`src/rtl/home_pkg.sv`:
```
// Shared types for the lock access path: controller states, keypad digit width
// and a saturating increment helper for the failed-attempt counter.
package home_pkg;
  localparam int DIGIT_W = 4;

  typedef enum logic [1:0] {
    LOCKED   = 2'd0,
    UNLOCKED = 2'd1,
    LOCKOUT  = 2'd2
  } lock_state_e;

  function automatic logic [2:0] sat_inc3(input logic [2:0] v, input logic [2:0] lim);
    if (v >= lim) begin
      return lim;
    end else begin
      return v + 3'd1;
    end
  endfunction
endpackage

```
`src/rtl/lock_code_entry.sv`:
```
// Keypad entry buffer: keeps the last DIGITS digits and a saturating count, and
// flags match/mismatch on key_enter against the main and temporary codes.
module lock_code_entry import home_pkg::*; #(
  parameter int DIGITS = 4,
  parameter logic [DIGITS*DIGIT_W-1:0] MAIN_CODE = 16'hA5A5
) (
  input  logic                        clk,
  input  logic                        rst,
  input  logic                        hold_clear,
  input  logic                        key_valid,
  input  logic [DIGIT_W-1:0]          key_digit,
  input  logic                        key_enter,
  input  logic [DIGITS*DIGIT_W-1:0]   temp_code,
  input  logic                        temp_code_en,
  output logic                        code_match,
  output logic                        code_mismatch,
  output logic                        has_content
);
  localparam int CODE_W   = DIGITS * DIGIT_W;
  localparam int CNT_BITS = $clog2(DIGITS + 1);
  localparam logic [CNT_BITS-1:0] CNT_FULL = CNT_BITS'(DIGITS);

  logic [CODE_W-1:0]   buf_r;
  logic [CODE_W-1:0]   buf_s;
  logic [CNT_BITS-1:0] cnt_r;
  logic [CNT_BITS-1:0] cnt_s;
  logic                hit_s;

  // Same-cycle digit is folded in before the entry is evaluated.
  always_comb begin
    buf_s = buf_r;
    cnt_s = cnt_r;
    if (key_valid) begin
      buf_s = (buf_r << DIGIT_W) | CODE_W'(key_digit);
      if (cnt_r != CNT_FULL) begin
        cnt_s = cnt_r + CNT_BITS'(1);
      end else begin
        cnt_s = cnt_r;
      end
    end else begin
      buf_s = buf_r;
    end
    hit_s = (cnt_s == CNT_FULL) &&
            ((buf_s == MAIN_CODE) || (temp_code_en && (buf_s == temp_code)));
    code_match    = key_enter && !hold_clear && hit_s;
    code_mismatch = key_enter && !hold_clear && !hit_s;
    has_content   = !hold_clear && (cnt_s != {CNT_BITS{1'b0}});
  end

  // Entry storage; every enter, and any lockout cycle, discards the entry.
  always_ff @(posedge clk) begin
    if (!rst || hold_clear || key_enter) begin
      buf_r <= {CODE_W{1'b0}};
      cnt_r <= {CNT_BITS{1'b0}};
    end else begin
      buf_r <= buf_s;
      cnt_r <= cnt_s;
    end
  end
endmodule

```
`src/rtl/lock_access_controller.sv`:
```
// Lock/unlock arbitration: keypad, remote and auto-relock requests become
// single-cycle actuator commands, with a failed-attempt lockout.
module lock_access_controller import home_pkg::*; #(
  parameter int DIGITS = 4,
  parameter logic [DIGITS*DIGIT_W-1:0] MAIN_CODE = 16'hA5A5,
  parameter int MAX_FAILS = 3,
  parameter int RELOCK_CYCLES = 1000,
  parameter int LOCKOUT_CYCLES = 5000,
  parameter int CNT_W = 16
) (
  input  logic                        clk,
  input  logic                        rst,
  input  logic                        key_valid,
  input  logic [DIGIT_W-1:0]          key_digit,
  input  logic                        key_enter,
  input  logic                        remote_unlock,
  input  logic                        remote_lock,
  input  logic [DIGITS*DIGIT_W-1:0]   temp_code,
  input  logic                        temp_code_en,
  output logic                        unlock_cmd,
  output logic                        lock_cmd,
  output logic                        locked,
  output logic                        lockout,
  output logic [2:0]                  fail_cnt
);
  localparam logic [2:0]       FAIL_LIM     = 3'(MAX_FAILS);
  localparam logic [CNT_W-1:0] RELOCK_LAST  = CNT_W'(RELOCK_CYCLES - 1);
  localparam logic [CNT_W-1:0] LOCKOUT_LAST = CNT_W'(LOCKOUT_CYCLES - 1);

  lock_state_e       state_r, state_s;
  logic [CNT_W-1:0]  timer_r, timer_s;
  logic [2:0]        fail_r, fail_s;
  logic              unlock_s, lock_s;
  logic              unlock_cmd_r, lock_cmd_r, locked_r, lockout_r;
  logic              code_match_s, code_mismatch_s, has_content_s;
  logic              remote_unlock_s;

  lock_code_entry #(.DIGITS(DIGITS), .MAIN_CODE(MAIN_CODE)) u_entry (
    .clk           (clk),
    .rst           (rst),
    .hold_clear    (state_r == LOCKOUT),
    .key_valid     (key_valid),
    .key_digit     (key_digit),
    .key_enter     (key_enter),
    .temp_code     (temp_code),
    .temp_code_en  (temp_code_en),
    .code_match    (code_match_s),
    .code_mismatch (code_mismatch_s),
    .has_content   (has_content_s)
  );

  // Both remote lines high counts as a lock request.
  assign remote_unlock_s = remote_unlock && !remote_lock;

  // Next-state arbitration: remote_lock > remote_unlock > keypad > timer.
  always_comb begin
    state_s  = state_r;
    fail_s   = fail_r;
    unlock_s = 1'b0;
    lock_s   = 1'b0;
    case (state_r)
      LOCKED: begin
        if (remote_unlock_s || code_match_s) begin
          state_s  = UNLOCKED;
          unlock_s = 1'b1;
          fail_s   = 3'd0;
        end else if (code_mismatch_s) begin
          fail_s = sat_inc3(fail_r, FAIL_LIM);
          if (fail_s == FAIL_LIM) begin
            state_s = LOCKOUT;
          end else begin
            state_s = LOCKED;
          end
        end else begin
          state_s = LOCKED;
        end
      end
      UNLOCKED: begin
        if (remote_lock || (key_enter && has_content_s) || (timer_r >= RELOCK_LAST)) begin
          state_s = LOCKED;
          lock_s  = 1'b1;
        end else begin
          state_s = UNLOCKED;
        end
      end
      LOCKOUT: begin
        if (remote_unlock_s) begin
          state_s  = UNLOCKED;
          unlock_s = 1'b1;
          fail_s   = 3'd0;
        end else if (timer_r >= LOCKOUT_LAST) begin
          state_s = LOCKED;
          fail_s  = 3'd0;
        end else begin
          state_s = LOCKOUT;
        end
      end
      default: begin
        state_s = LOCKED;
        fail_s  = fail_r;
      end
    endcase
    if ((state_s != state_r) || (state_r == LOCKED)) begin
      timer_s = {CNT_W{1'b0}};
    end else begin
      timer_s = timer_r + CNT_W'(1);
    end
  end

  // State, timer, counter and registered outputs.
  always_ff @(posedge clk) begin
    if (!rst) begin
      state_r      <= LOCKED;
      timer_r      <= {CNT_W{1'b0}};
      fail_r       <= 3'd0;
      unlock_cmd_r <= 1'b0;
      lock_cmd_r   <= 1'b0;
      locked_r     <= 1'b1;
      lockout_r    <= 1'b0;
    end else begin
      state_r      <= state_s;
      timer_r      <= timer_s;
      fail_r       <= fail_s;
      unlock_cmd_r <= unlock_s;
      lock_cmd_r   <= lock_s;
      locked_r     <= (state_s != UNLOCKED);
      lockout_r    <= (state_s == LOCKOUT);
    end
  end

  assign unlock_cmd = unlock_cmd_r;
  assign lock_cmd   = lock_cmd_r;
  assign locked     = locked_r;
  assign lockout    = lockout_r;
  assign fail_cnt   = fail_r;
endmodule

```
`config.mk`:
```
export PLATFORM = sky130hd
export DESIGN_NAME = lock_access_controller
export DESIGN_NICKNAME = d
export VERILOG_FILES = /design/src/rtl/home_pkg.sv /design/src/rtl/lock_code_entry.sv /design/src/rtl/lock_access_controller.sv
export SDC_FILE = /design/constraint.sdc
export NUM_CORES = 1
export LEC_CHECK = 0
export CORE_MARGIN = 3
export CORE_UTILIZATION = 54
export CTS_BUF_LIST = sky130_fd_sc_hd__clkbuf_4 sky130_fd_sc_hd__clkbuf_8 sky130_fd_sc_hd__clkbuf_16
export DETAILED_ROUTE_END_ITERATION = 7
export GPL_ROUTABILITY_DRIVEN = 0
export GPL_TIMING_DRIVEN = 0
export PLACE_DENSITY = 0.91
export SETUP_SLACK_MARGIN = 0.1
export SKIP_LAST_GASP = 1
export SYNTH_ARGS = -nofsm -noshare
export SYNTH_HDL_FRONTEND = slang
export SYNTH_HIERARCHICAL = 1
export SYNTH_SLANG_ARGS = --single-unit
```
`constraint.sdc`:
```
create_clock -name clk -period 4.1 [get_ports clk]
set_input_delay 1.23 -clock clk [delete_from_list [all_inputs] [get_ports clk]]
set_output_delay 1.23 -clock clk [all_outputs]
set_load 0.005 [all_outputs]
```
==> results.md <==
Run status:
- The run finished with clean final reports.

Logic synthesis:
- In this run, distinct cell masters in the synthesized netlist total 53.
- In this run, synthesis inferred 0 flip-flops with an integrated enable.
- The biggest area contributor in the post-synthesis netlist is sky130_fd_sc_hd__dfxtp_1.
- For this run, the number of Yosys warnings is 6.
- The synthesized instance count is 269.
- The synthesized area is 2370 sq um.
- The dominant register cell in the synthesized netlist is sky130_fd_sc_hd__dfxtp_1.
- Of all flip-flops after synthesis, the portion carrying an async set or reset was 0%.
- After synthesis, the largest area contributor takes up 37.1% of total cell area.
- The post-synthesis sequential area ratio is 37.1%.
- The synthesized area per cell is 8.82 sq um.
- Ranked by total cell area, the synthesized netlist is headed by sky130_fd_sc_hd__dfxtp_1 37%, sky130_fd_sc_hd__mux2i_1 8.9%, sky130_fd_sc_hd__nor2_1 7.6%, sky130_fd_sc_hd__xor2_1 5.9%, sky130_fd_sc_hd__xnor2_1 5.2%.
- The number of register bits inferred by synthesis is 44.

Floorplanning:
- The width of the die is 72.3 um.
- For this configuration, the core starts out at a cell density of 57.7%.
- The standard-cell row count is 23.
- The floorplan die area is 5230 sq um.
- The die is 72.3 um tall.
- 34 I/O pins were placed.
- The core area is 4120 sq um.

Clocking:
- The clock latency on the worst-skew pair is 0.31 ns.
- The clock-pin slew on the worst setup and hold paths is 0.09 ns.
- After clock tree synthesis, the flow added hold-fix buffers numbering 0.
- The maximum level of the CTS H-tree is 2.
- TritonCTS built the clock tree.
- The maximum buffer depth of the clock tree is 2.
- The TritonCTS buffer count is 5.
- CTS placed an instance of sky130_fd_sc_hd__clkbuf_8 at the clock tree root.
- The clock drives 44 sinks.

Critical path:
- The critical path start-end classification is primary input to flip-flop.
- At the worst endpoint, the required time is 4.35 ns.
- STA classifies the critical path endpoint as a flip-flop.
- The arrival time at the worst endpoint is 4.12 ns.
- The type of origin of the critical path is a primary input.
- The highest fanout seen on the critical path is 3.

Timing:
- The final-report hold violation count came to 0.
- Setup repair after global routing left no endpoint under its margin.
- The fmax is 259 MHz.
- The final-report max-slew violation count is 0.
- The minimum clock period after layout is 3.87 ns.
- Setup violations remaining at the end of the flow were counted as 0.
- The final-layout worst hold slack is 0.452 ns.
- In the finished design, the share of the clock period the worst path needs comes to 94.3%.
- The maximum clock skew at final layout is 0.00700 ns.

Final layout:
- The fraction of layout instances using a drive strength above 1 is 11.1%.
- From synthesis to final layout, the design area changed by 23.8%.
- Leaving out fill and tap cells, the most frequent cell in the layout is sky130_fd_sc_hd__nor2_1.
- Leaving out fill and tap cells, the most frequent cells in the layout are 48 x sky130_fd_sc_hd__nor2_1, 44 x sky130_fd_sc_hd__dfxtp_1, 31 x sky130_fd_sc_hd__clkdlybuf4s50_1.
- The count of inserted antenna diode cells is 0.
- The total number of nets in the final design is 347.

Place:
- The total half-perimeter wirelength after legalization and detailed placement is 3750 um.
- The number of input and output port buffers inserted is 33.

Global route:
- Global routing finished with a remaining overflow of 0.
- The number of antenna violations at the first check in global routing is 0.
- The number of global-route vias before repair is 2015.
- The first global-routing pass estimated 8610 um of wire.
- The largest net degree at the start of global routing is 16.
- The global-route usage over all layers is 20.6%.

Route:
- The iteration count of the initial detailed-routing pass is 4.
- After detailed routing, the average wire length per cell comes to 13.9 um.
- The initial detailed-routing violation count is 120.
- The detailed-route via count is 2022.
- The average via count per standard cell is 5.52.
- After detailed routing, the total wire length is 5070 um.
- Once detail routing completed, the nets flagged for antenna violations numbered 0.
- The post-route DRC violation count is 0.

Pwr:
- Power comes to 0.920 mW.
- The static power due to leakage is 1.10 nW.
- The worst-case IR drop observed on VDD is 0.170 mV.
- The power density over the cells is 313 nW/um^2.

Run:
- The max-cap check violation count is 0.

Worst hold path:
- The worst hold path belongs to the class flip-flop to flip-flop.
[synthesized netlist by cell type, types with 2 or more instances]
library cell,instances
sky130_fd_sc_hd__ha_1,5
sky130_fd_sc_hd__a21oi_1,10
sky130_fd_sc_hd__nor2_1,48
sky130_fd_sc_hd__and3b_1,2
sky130_fd_sc_hd__nand3_1,7
sky130_fd_sc_hd__o21a_1,2
sky130_fd_sc_hd__o21ai_0,8
sky130_fd_sc_hd__a31oi_1,2
sky130_fd_sc_hd__buf_6,2
sky130_fd_sc_hd__nand2_1,15
sky130_fd_sc_hd__nand4b_1,3
sky130_fd_sc_hd__mux2i_1,21
sky130_fd_sc_hd__nand2b_1,3
sky130_fd_sc_hd__xor2_1,16
sky130_fd_sc_hd__nand4_1,7
sky130_fd_sc_hd__xnor2_1,14
sky130_fd_sc_hd__dfxtp_1,44
sky130_fd_sc_hd__nor2b_1,3
sky130_fd_sc_hd__and2_1,3
sky130_fd_sc_hd__nor3_1,6
sky130_fd_sc_hd__inv_1,11
sky130_fd_sc_hd__o31ai_1,2
sky130_fd_sc_hd__nor4b_1,3
sky130_fd_sc_hd__buf_2,3
[repair_timing]
item                       4_1_cts  5_1_grt
setup endpoints to repair       14        1
resized for setup                5        6
gates cloned                     0        0
pin swaps                        2        8
buffers inserted                 3        1
[final cells by class]
cell class | instances | area (sq um)
multi-input combinational | 209 | 1430
fill | 302 | 1180
sequential | 44 | 881
timing repair buffer | 37 | 358
clock buffer | 5 | 68.8
tap | 50 | 62.6
buffer | 7 | 55.1
clock inverter | 3 | 46.3
inverter | 11 | 41.3
[worst max-delay path, stage by stage]
cell and delay [ns]:
sky130_fd_sc_hd__clkdlybuf4s50_1 0.50, sky130_fd_sc_hd__mux2i_1 0.10, sky130_fd_sc_hd__xnor2_1 0.14, sky130_fd_sc_hd__nor4_1 0.32, sky130_fd_sc_hd__nand4_1 0.18, sky130_fd_sc_hd__o41ai_2 0.43, sky130_fd_sc_hd__and3b_2 0.26, sky130_fd_sc_hd__nor2_1 0.06
sky130_fd_sc_hd__a31oi_1 0.17, sky130_fd_sc_hd__nand2_1 0.12, sky130_fd_sc_hd__or4_1 0.50, sky130_fd_sc_hd__a21oi_2 0.12
[cells by family (layout without fill, tap and decap cells)]
family	after synthesis	after routing	share of synthesized area, %
other	1	3	0.158
xor gates and xnor gates	30	30	11.1
buffers and inverters	18	63	3.80
muxes	21	21	8.86
adders and majority gates	5	5	2.64
DFF	44	44	37.1
AOI/OAI and AO/OA	36	36	11.2
and+or+nand+nor	114	114	25.1
[metrics by stage]
stage	setup TNS, ns	area (sq um)	worst slack (ns)	utilization (%)	instances
floorplan	0	2380	0.459	-	271
global placement	-4.91	2770	-0.495	67.4	354
detailed placement	-5.51	2770	-0.535	67.4	354
CTS	0	2920	0.179	71.0	365
global route	0	2940	0.132	71.4	366
finish	0	2940	0.233	71.4	366
[flip-flops by register name, indices dropped and copies added, names as in the netlist]
register       cells
fail_cnt           3
lock_cmd           1
locked             1
lockout            1
state_r            2
timer_r           16
u_entry/buf_r     16
u_entry/cnt_r      3
unlock_cmd         1
[layer usage]
layer / wire (um) / share of wire [%] / vias to the layer above / global-route usage, %
met2: 2480 / 49 / 39 / 35.5
met5: 0 / 0 / - / 0
li1: - / - / 1019 / -
met1: 2330 / 46 / 957 / 24.5
met4: 56 / 1.1 / 0 / 7.52
met3: 215 / 4.2 / 7 / 5.40
[path summary, 6_finish.rpt]
kind,end,cells past startpoint,slack [ns],from
setup reg to reg,fail_cnt[1]$_SDFFE_PN0P_,13,1.10,u_entry/cnt_r[0]$_SDFF_PP0_
hold / removal,timer_r[0]$_SDFF_PP0_,1,0.45,timer_r[0]$_SDFF_PP0_
setup / recovery,fail_cnt[1]$_SDFFE_PN0P_,12,0.23,temp_code[6]
hold reg to reg,timer_r[0]$_SDFF_PP0_,1,0.45,timer_r[0]$_SDFF_PP0_
[report_power, final]
part / internal (mW) / switching, mW / total, mW
registers: 0.437 / 0.00859 / 0.445
logic: 0.0719 / 0.0607 / 0.133
clock network: 0.183 / 0.159 / 0.342
total: 0.692 / 0.228 / 0.920
(Power assumes the default switching activity.)
